==> config.mk <==
export PLATFORM = sky130hd
export DESIGN_NAME = ppi_hs
export DESIGN_NICKNAME = d
export VERILOG_FILES = /design/src/rtl/ppi_pkg.sv /design/src/rtl/ppi_hs_port.sv /design/src/rtl/ppi_hs.sv
export SDC_FILE = /design/constraint.sdc
export NUM_CORES = 1
export LEC_CHECK = 0
export ABC_AREA = 1
export CAP_MARGIN = 20
export CELL_PAD_IN_SITES_DETAIL_PLACEMENT = 0
export CELL_PAD_IN_SITES_GLOBAL_PLACEMENT = 1
export CORE_MARGIN = 2
export CORE_UTILIZATION = 29
export DETAILED_ROUTE_END_ITERATION = 8
export GPL_ROUTABILITY_DRIVEN = 0
export HOLD_SLACK_MARGIN = 0.08
export PLACE_DENSITY = 0.83
export SYNTH_ARGS = -nofsm -noshare
export SYNTH_HDL_FRONTEND = slang
export SYNTH_SLANG_ARGS = --single-unit
==> constraint.sdc <==
create_clock -name CLK -period 1.5 [get_ports CLK]
set_clock_uncertainty 0.2 [all_clocks]
set_input_delay 0.15 -clock CLK [delete_from_list [all_inputs] [get_ports CLK]]
set_output_delay 0.15 -clock CLK [all_outputs]
set_load 0.01 [all_outputs]
==> src/rtl/ppi_pkg.sv <==
// Shared constants for the ppi_hs parallel peripheral interface.
package ppi_pkg;

    // Host address map
    localparam logic [1:0] ADDR_PA   = 2'b00;
    localparam logic [1:0] ADDR_PB   = 2'b01;
    localparam logic [1:0] ADDR_PC   = 2'b10;
    localparam logic [1:0] ADDR_CTRL = 2'b11;

    // Control-word bit positions
    localparam int CW_MODESET   = 7;
    localparam int CW_A_MODE_HI = 6;
    localparam int CW_A_MODE_LO = 5;
    localparam int CW_A_DIR     = 4;
    localparam int CW_CU_DIR    = 3;
    localparam int CW_B_MODE    = 2;
    localparam int CW_B_DIR     = 1;
    localparam int CW_CL_DIR    = 0;

    // Port A two-bit mode field value selecting strobed mode
    localparam logic [1:0] A_MODE1_CODE = 2'b01;

    typedef enum logic {
        PM_MODE0 = 1'b0,
        PM_MODE1 = 1'b1
    } port_mode_e;

    // BSR indices that address the interrupt enables
    localparam logic [5:0] BSR_INTE_A = 6'd62;
    localparam logic [5:0] BSR_INTE_B = 6'd63;

    // Status byte layout
    localparam int ST_IBF_A  = 0;
    localparam int ST_OBF_A  = 1;
    localparam int ST_INTE_A = 2;
    localparam int ST_INTR_A = 3;
    localparam int ST_IBF_B  = 4;
    localparam int ST_OBF_B  = 5;
    localparam int ST_INTE_B = 6;
    localparam int ST_INTR_B = 7;

endpackage

==> src/rtl/ppi_hs_port.sv <==
// One handshake-capable port: data latch, mode/direction, STB/ACK edge
// detection and the IBF / OBF_N / INTE / INTR flags.
module ppi_hs_port
    import ppi_pkg::*;
#(
    parameter int W = 8
) (
    input  logic         clk,
    input  logic         rst_n,
    input  logic         mode_set,
    input  logic         set_mode1,
    input  logic         set_dir_in,
    input  logic         wr_port,
    input  logic         rd_port,
    input  logic         inte_wr,
    input  logic         inte_val,
    input  logic         stb_n,
    input  logic         ack_n,
    input  logic [W-1:0] din,
    input  logic [W-1:0] pin_in,
    output logic [W-1:0] rd_data,
    output logic [W-1:0] pin_out,
    output logic         oe,
    output logic         ibf,
    output logic         obf_n,
    output logic         inte,
    output logic         intr
);

    port_mode_e   mode;
    logic         dir_in;
    logic [W-1:0] latch;
    logic         stb_q;
    logic         ack_q;

    logic m1_in, m1_out;
    logic stb_fall, stb_rise, ack_fall, ack_rise;

    assign m1_in    = (mode == PM_MODE1) &&  dir_in;
    assign m1_out   = (mode == PM_MODE1) && !dir_in;
    assign stb_fall =  stb_q && !stb_n;
    assign stb_rise = !stb_q &&  stb_n;
    assign ack_fall =  ack_q && !ack_n;
    assign ack_rise = !ack_q &&  ack_n;

    // Mode-0 input reads see live pins; every other case returns the latch
    assign rd_data = (mode == PM_MODE0 && dir_in) ? pin_in : latch;
    assign pin_out = latch;
    assign oe      = !dir_in;

    // Port state: mode-set has top priority, then host accesses and handshakes
    always_ff @(posedge clk or negedge rst_n) begin
        if (!rst_n) begin
            mode   <= PM_MODE0;
            dir_in <= 1'b1;
            latch  <= '0;
            stb_q  <= 1'b1;
            ack_q  <= 1'b1;
            ibf    <= 1'b0;
            obf_n  <= 1'b1;
            inte   <= 1'b0;
            intr   <= 1'b0;
        end else begin
            stb_q <= stb_n;
            ack_q <= ack_n;
            if (mode_set) begin
                mode   <= set_mode1 ? PM_MODE1 : PM_MODE0;
                dir_in <= set_dir_in;
                latch  <= '0;
                ibf    <= 1'b0;
                obf_n  <= 1'b1;
                inte   <= 1'b0;
                intr   <= 1'b0;
            end else begin
                if (inte_wr)
                    inte <= inte_val;
                if (m1_in) begin
                    // A strobe arriving while the buffer is full is dropped
                    if (stb_fall && !ibf) begin
                        latch <= pin_in;
                        ibf   <= 1'b1;
                    end else if (rd_port) begin
                        ibf <= 1'b0;
                    end
                    if (rd_port)
                        intr <= 1'b0;
                    else if (stb_rise && ibf && inte)
                        intr <= 1'b1;
                end else if (wr_port) begin
                    latch <= din;
                end
                if (m1_out) begin
                    if (wr_port)
                        obf_n <= 1'b0;
                    else if (ack_fall)
                        obf_n <= 1'b1;
                    if (wr_port)
                        intr <= 1'b0;
                    else if (ack_rise && inte)
                        intr <= 1'b1;
                end
                // Disabling the interrupt also retracts a pending request
                if (inte_wr && !inte_val)
                    intr <= 1'b0;
            end
        end
    end

endmodule

==> src/rtl/ppi_hs.sv <==
// Synchronous 8255-style parallel interface: bus decode, port C and the
// host read mux; ports A and B are ppi_hs_port instances.
module ppi_hs
    import ppi_pkg::*;
#(
    parameter int W = 8
) (
    input  logic         CLK,
    input  logic         RESET_N,
    input  logic         CS_N,
    input  logic         RD_N,
    input  logic         WR_N,
    input  logic [1:0]   A,
    input  logic [W-1:0] DIN,
    output logic [W-1:0] DOUT,
    output logic         DOE,
    input  logic [W-1:0] PA_IN,
    input  logic [W-1:0] PB_IN,
    input  logic [W-1:0] PC_IN,
    output logic [W-1:0] PA_OUT,
    output logic [W-1:0] PB_OUT,
    output logic [W-1:0] PC_OUT,
    output logic         PA_OE,
    output logic         PB_OE,
    output logic [W-1:0] PC_OE,
    input  logic         STB_N_A,
    input  logic         STB_N_B,
    input  logic         ACK_N_A,
    input  logic         ACK_N_B,
    output logic         IBF_A,
    output logic         IBF_B,
    output logic         OBF_N_A,
    output logic         OBF_N_B,
    output logic         INTR_A,
    output logic         INTR_B
);

    logic         acc_wr, acc_rd, ctrl_wr, mode_set, bsr;
    logic [5:0]   bsr_idx;
    logic [W-1:0] pa_rd, pb_rd, pc_rd;
    logic         inte_a, inte_b;
    logic         cu_in, cl_in;
    logic [W-1:0] pc_latch;
    logic [7:0]   status;

    assign acc_wr   = !CS_N && !WR_N;
    assign acc_rd   = !CS_N && !RD_N && WR_N;
    assign ctrl_wr  = acc_wr && (A == ADDR_CTRL);
    assign mode_set = ctrl_wr &&  DIN[CW_MODESET];
    assign bsr      = ctrl_wr && !DIN[CW_MODESET];
    assign bsr_idx  = DIN[6:1];

    ppi_hs_port #(.W(W)) u_port_a (
        .clk        (CLK),
        .rst_n      (RESET_N),
        .mode_set   (mode_set),
        .set_mode1  (DIN[CW_A_MODE_HI:CW_A_MODE_LO] == A_MODE1_CODE),
        .set_dir_in (DIN[CW_A_DIR]),
        .wr_port    (acc_wr && (A == ADDR_PA)),
        .rd_port    (acc_rd && (A == ADDR_PA)),
        .inte_wr    (bsr && (bsr_idx == BSR_INTE_A)),
        .inte_val   (DIN[0]),
        .stb_n      (STB_N_A),
        .ack_n      (ACK_N_A),
        .din        (DIN),
        .pin_in     (PA_IN),
        .rd_data    (pa_rd),
        .pin_out    (PA_OUT),
        .oe         (PA_OE),
        .ibf        (IBF_A),
        .obf_n      (OBF_N_A),
        .inte       (inte_a),
        .intr       (INTR_A)
    );

    ppi_hs_port #(.W(W)) u_port_b (
        .clk        (CLK),
        .rst_n      (RESET_N),
        .mode_set   (mode_set),
        .set_mode1  (DIN[CW_B_MODE]),
        .set_dir_in (DIN[CW_B_DIR]),
        .wr_port    (acc_wr && (A == ADDR_PB)),
        .rd_port    (acc_rd && (A == ADDR_PB)),
        .inte_wr    (bsr && (bsr_idx == BSR_INTE_B)),
        .inte_val   (DIN[0]),
        .stb_n      (STB_N_B),
        .ack_n      (ACK_N_B),
        .din        (DIN),
        .pin_in     (PB_IN),
        .rd_data    (pb_rd),
        .pin_out    (PB_OUT),
        .oe         (PB_OE),
        .ibf        (IBF_B),
        .obf_n      (OBF_N_B),
        .inte       (inte_b),
        .intr       (INTR_B)
    );

    // Port C latch and half-port directions; BSR touches one latch bit
    always_ff @(posedge CLK or negedge RESET_N) begin
        if (!RESET_N) begin
            pc_latch <= '0;
            cu_in    <= 1'b1;
            cl_in    <= 1'b1;
        end else if (mode_set) begin
            pc_latch <= '0;
            cu_in    <= DIN[CW_CU_DIR];
            cl_in    <= DIN[CW_CL_DIR];
        end else if (acc_wr && (A == ADDR_PC)) begin
            pc_latch <= DIN;
        end else if (bsr) begin
            for (int i = 0; i < W; i++)
                if (bsr_idx == 6'(i))
                    pc_latch[i] <= DIN[0];
        end
    end

    assign PC_OUT = pc_latch;
    assign PC_OE  = {{(W/2){!cu_in}}, {(W/2){!cl_in}}};
    assign pc_rd  = (pc_latch & PC_OE) | (PC_IN & ~PC_OE);

    always_comb begin
        status            = '0;
        status[ST_IBF_A]  = IBF_A;
        status[ST_OBF_A]  = !OBF_N_A;
        status[ST_INTE_A] = inte_a;
        status[ST_INTR_A] = INTR_A;
        status[ST_IBF_B]  = IBF_B;
        status[ST_OBF_B]  = !OBF_N_B;
        status[ST_INTE_B] = inte_b;
        status[ST_INTR_B] = INTR_B;
    end

    // Host read mux: drives only while a read is being accepted
    always_comb begin
        DOUT = '0;
        DOE  = acc_rd;
        if (acc_rd) begin
            case (A)
                ADDR_PA: DOUT = pa_rd;
                ADDR_PB: DOUT = pb_rd;
                ADDR_PC: DOUT = pc_rd;
                default: DOUT = W'(status);
            endcase
        end
    end

endmodule

==> summary.md <==
| Metric | Value |
|---|---|
| Run status | finished with violations |
| Violations in the final reports | setup timing |
| First-pass detailed-route iteration total | 5 |
| ANT nets after route | 0 |
| Transition time at the pin with the least slew margin | 301 ps |
| Hold violation total from the final report | 0 |
| Number of synthesized flops with an enable pin | 0 |
| Vias per cell | 4.75 |
| Area post-placement | 0.00478 sq mm |
| Average cell area after synthesis | 6.20 sq um |
| Leakage | 2.87 nW |
| M2 GR Usage | 0.358 |
| Maximum number of pins on one net before global-route repair | 43 |
| Hold WC Path Type | in2reg |
| Number of warning messages in the yosys log | 0 |
| Fin nets | 729 |
| Peak ir drop on the vdd network | 0.448 mV |
| Worst relative slew slack | 0.799 |
| Leading post-synthesis cells by instance count | sky130_fd_sc_hd__nand2_1, sky130_fd_sc_hd__inv_1, sky130_fd_sc_hd__nand3_1 |
| Number of maximum-capacitance constraint violations | 0 |
| Quantity of I/O buffers inserted on ports | 91 |
| Design Area, Final | 0.00544 sq mm |
| DRC violation count after routing | 0 |
| Worst EP arrival | 1670 ps |
| GR Layer Usage met1 | 0.287 |
| Biggest area contributors in the synthesized netlist | sky130_fd_sc_hd__dfrtp_1, sky130_fd_sc_hd__nand2_1, sky130_fd_sc_hd__dfstp_2, sky130_fd_sc_hd__nand3_1, sky130_fd_sc_hd__o21ai_0 |
| Proportion of synthesized chip area in sequential cells | 0.359 |
| Clock sink total | 42 |
| CP startpoint kind | flop |
| Die extent in y | 105 um |
| Initial antenna violation count | 0 |
| Setup repair after global routing missed its margin | yes |
| Final Routed Wirelength | 12100 um |
| Number of top-level pins | 92 |
| Minimum setup slack after placement | -859 ps |
| Clk slew on worst S/H paths | 80 ps |
| Tot GR Track Use | 0.212 |
| Post-synthesis cell type with the largest combined area | sky130_fd_sc_hd__dfrtp_1 |
| Dpl hpwl | 9030 um |
| Die footprint | 0.0111 sq mm |
| Dominant cell by count in the synthesized netlist | sky130_fd_sc_hd__nand2_1 |
| Proportion of register bits with asynchronous set or reset after synthesis | 1.00 |
| Clock period minus worst slack | 2020 ps |
| Total number of H-tree levels | 2 |
| Total inserted antenna cells | 0 |
| Max-slew violation count | 0 |
| Crit path capture type | primary output |
| Most used flip-flop cell after synthesis | sky130_fd_sc_hd__dfrtp_1 |
| Layout-stage area growth over the synthesis result | 83.3% |
| Most heavily used metal layer in global routing | met2 |
| Remaining global-route overflow | 0 |
| Starting density of the core | 0.301 |
| Clock insertion delay at the later pin of the skew report | 300 ps |
| Worst R2R Setup Slack | -240 ps |
| Top-area cell type share of the netlist area | 0.270 |
| Drt initial violations | 228 |
| Number of standard cells after synthesis | 478 |
| GR Layer Usage met3 | 0.0299 |
| Data required time at the worst endpoint | 1150 ps |
| Vias in the first global route | 3736 |
| Core region area | 0.00986 sq mm |
| CP Max Fanout | 5 |
| Post-route clock period utilization | 1.34 |
| Netlist cell types | 23 |
| Number of clock buffers inserted by TritonCTS | 5 |
| WL per Instance | 14.8 um |
| Via count | 3892 |
| Die outline width | 105 um |
| Final worst slack | -515 ps |
| Root buffer cell | sky130_fd_sc_hd__clkbuf_8 |
| Post-Syn Nets | 521 |
| Classification of the worst setup path | reg2out |
| Global-route wire length before repair | 18600 um |
| Yosys reg bits | 42 |
| Clock Path Buffers | 2 |
| CTS tree | built |
| Finish-stage setup viols | 32 |
| Count of standard-cell rows | 36 |
| Share of post-route cells with drive strength above 1 | 0.389 |
| Maximum operating frequency | 496 MHz |
| Post-Syn Area | 0.00297 sq mm |
| Power per cell area | 1110 mW/mm^2 |
-- critical path, cell delays in order, from the launching register on --
cell and delay (ps):
sky130_fd_sc_hd__dfstp_2 590, sky130_fd_sc_hd__buf_6 130, sky130_fd_sc_hd__nand2_8 70, sky130_fd_sc_hd__o21ai_4 140
sky130_fd_sc_hd__nand2_1 70, sky130_fd_sc_hd__nand2_1 80, sky130_fd_sc_hd__nor2_2 50, sky130_fd_sc_hd__nor2_2 100
sky130_fd_sc_hd__buf_2 140
-- timing repair --
item,in CTS,in global routing
hold buffers,1,0
setup buffers,13,12
setup endpoints to repair,87,54
endpoints found under the hold margin,42,0
gates cloned,1,0
gates resized for setup,192,74
pin swaps,32,43
-- worst paths after layout --
check	start	end	depth (start not counted)
worst min-delay path	ACK_N_A	u_port_a.ack_q	1
worst max-delay path	u_port_a.dir_in	DOUT[2]	8
worst max register to register	u_port_a.dir_in	u_port_a.pin_out[2]	8
worst min register to register	u_port_b.pin_out[6]	u_port_b.pin_out[6]	3
min in group asynchronous	RESET_N	u_port_a.pin_out[5]	3
max in group asynchronous	RESET_N	cu_in	3
-- placed cells by master (no fill, tap or decap), types with 2 or more instances in the layout --
cell type | synthesis | layout
sky130_fd_sc_hd__o21ai_1 | 11 | 17
sky130_fd_sc_hd__inv_4 | 0 | 4
sky130_fd_sc_hd__inv_2 | 4 | 9
sky130_fd_sc_hd__inv_1 | 51 | 42
sky130_fd_sc_hd__nand2_1 | 190 | 169
sky130_fd_sc_hd__dfstp_2 | 10 | 10
sky130_fd_sc_hd__buf_4 | 7 | 105
sky130_fd_sc_hd__nand3b_1 | 2 | 2
sky130_fd_sc_hd__nand3_4 | 0 | 2
sky130_fd_sc_hd__nand2_4 | 1 | 11
sky130_fd_sc_hd__o21ai_2 | 0 | 14
sky130_fd_sc_hd__nand2_2 | 5 | 15
sky130_fd_sc_hd__dlymetal6s2s_1 | 0 | 2
sky130_fd_sc_hd__nor2_1 | 43 | 28
sky130_fd_sc_hd__nand3_1 | 49 | 30
sky130_fd_sc_hd__dlygate4sd2_1 | 0 | 27
sky130_fd_sc_hd__buf_12 | 0 | 3
sky130_fd_sc_hd__nor2_2 | 4 | 13
sky130_fd_sc_hd__clkdlybuf4s50_1 | 0 | 35
sky130_fd_sc_hd__clkbuf_1 | 2 | 2
sky130_fd_sc_hd__clkdlybuf4s15_1 | 0 | 5
sky130_fd_sc_hd__o21ai_0 | 39 | 18
sky130_fd_sc_hd__nor2_4 | 3 | 9
sky130_fd_sc_hd__a21oi_1 | 9 | 6
sky130_fd_sc_hd__nand2_8 | 0 | 2
sky130_fd_sc_hd__dfrtp_1 | 32 | 32
sky130_fd_sc_hd__buf_6 | 1 | 32
sky130_fd_sc_hd__nand3_2 | 1 | 18
sky130_fd_sc_hd__nand4_1 | 2 | 2
sky130_fd_sc_hd__clkbuf_8 | 0 | 6
sky130_fd_sc_hd__a21oi_2 | 0 | 3
sky130_fd_sc_hd__o211ai_1 | 2 | 2
sky130_fd_sc_hd__buf_2 | 9 | 8
-- per-stage QoR --
step	hold slack [ps]	power, mW	cells	utilization	setup TNS, ps
after CTS	96.0	5.74	814	0.523	-7000
after global placement	-49.7	4.75	791	0.485	-30350
after global routing	98.7	6.43	820	0.551	-8910
after floorplan	-346	2.95	478	-	-342
final	99.4	6.02	820	0.551	-6640
after detailed placement	-50.1	4.78	791	0.485	-31790
-- cell type report --
class	instances	area [sq um]
Clock buffer	8	90.1
Fill cell	950	4430
Inverter	55	216
Multi-Input combinational cell	363	1970
Sequential cell	42	1060
Tap cell	133	166
Timing Repair Buffer	219	1930
-- kinds of logic after synthesis --
logic type,synth area share
compound gates,0.105
buf+inv,0.109
flops,0.359
simple gates,0.428
-- where the power goes --
group / switching, mW / internal, mW
combinational: 1.71 / 1.80
sequential: 0.235 / 1.50
clock: 0.401 / 0.377
-- metal layers --
metal / vias up / part of all wire / wire length [um]
met3: 18 / 0.051 / 617
li1: 1914 / - / -
met4: 0 / 0.015 / 182
met5: - / 0 / 0
met1: 1831 / 0.44 / 5330
met2: 129 / 0.49 / 5980
No activity file was read; power rests on OpenSTA's default activity.
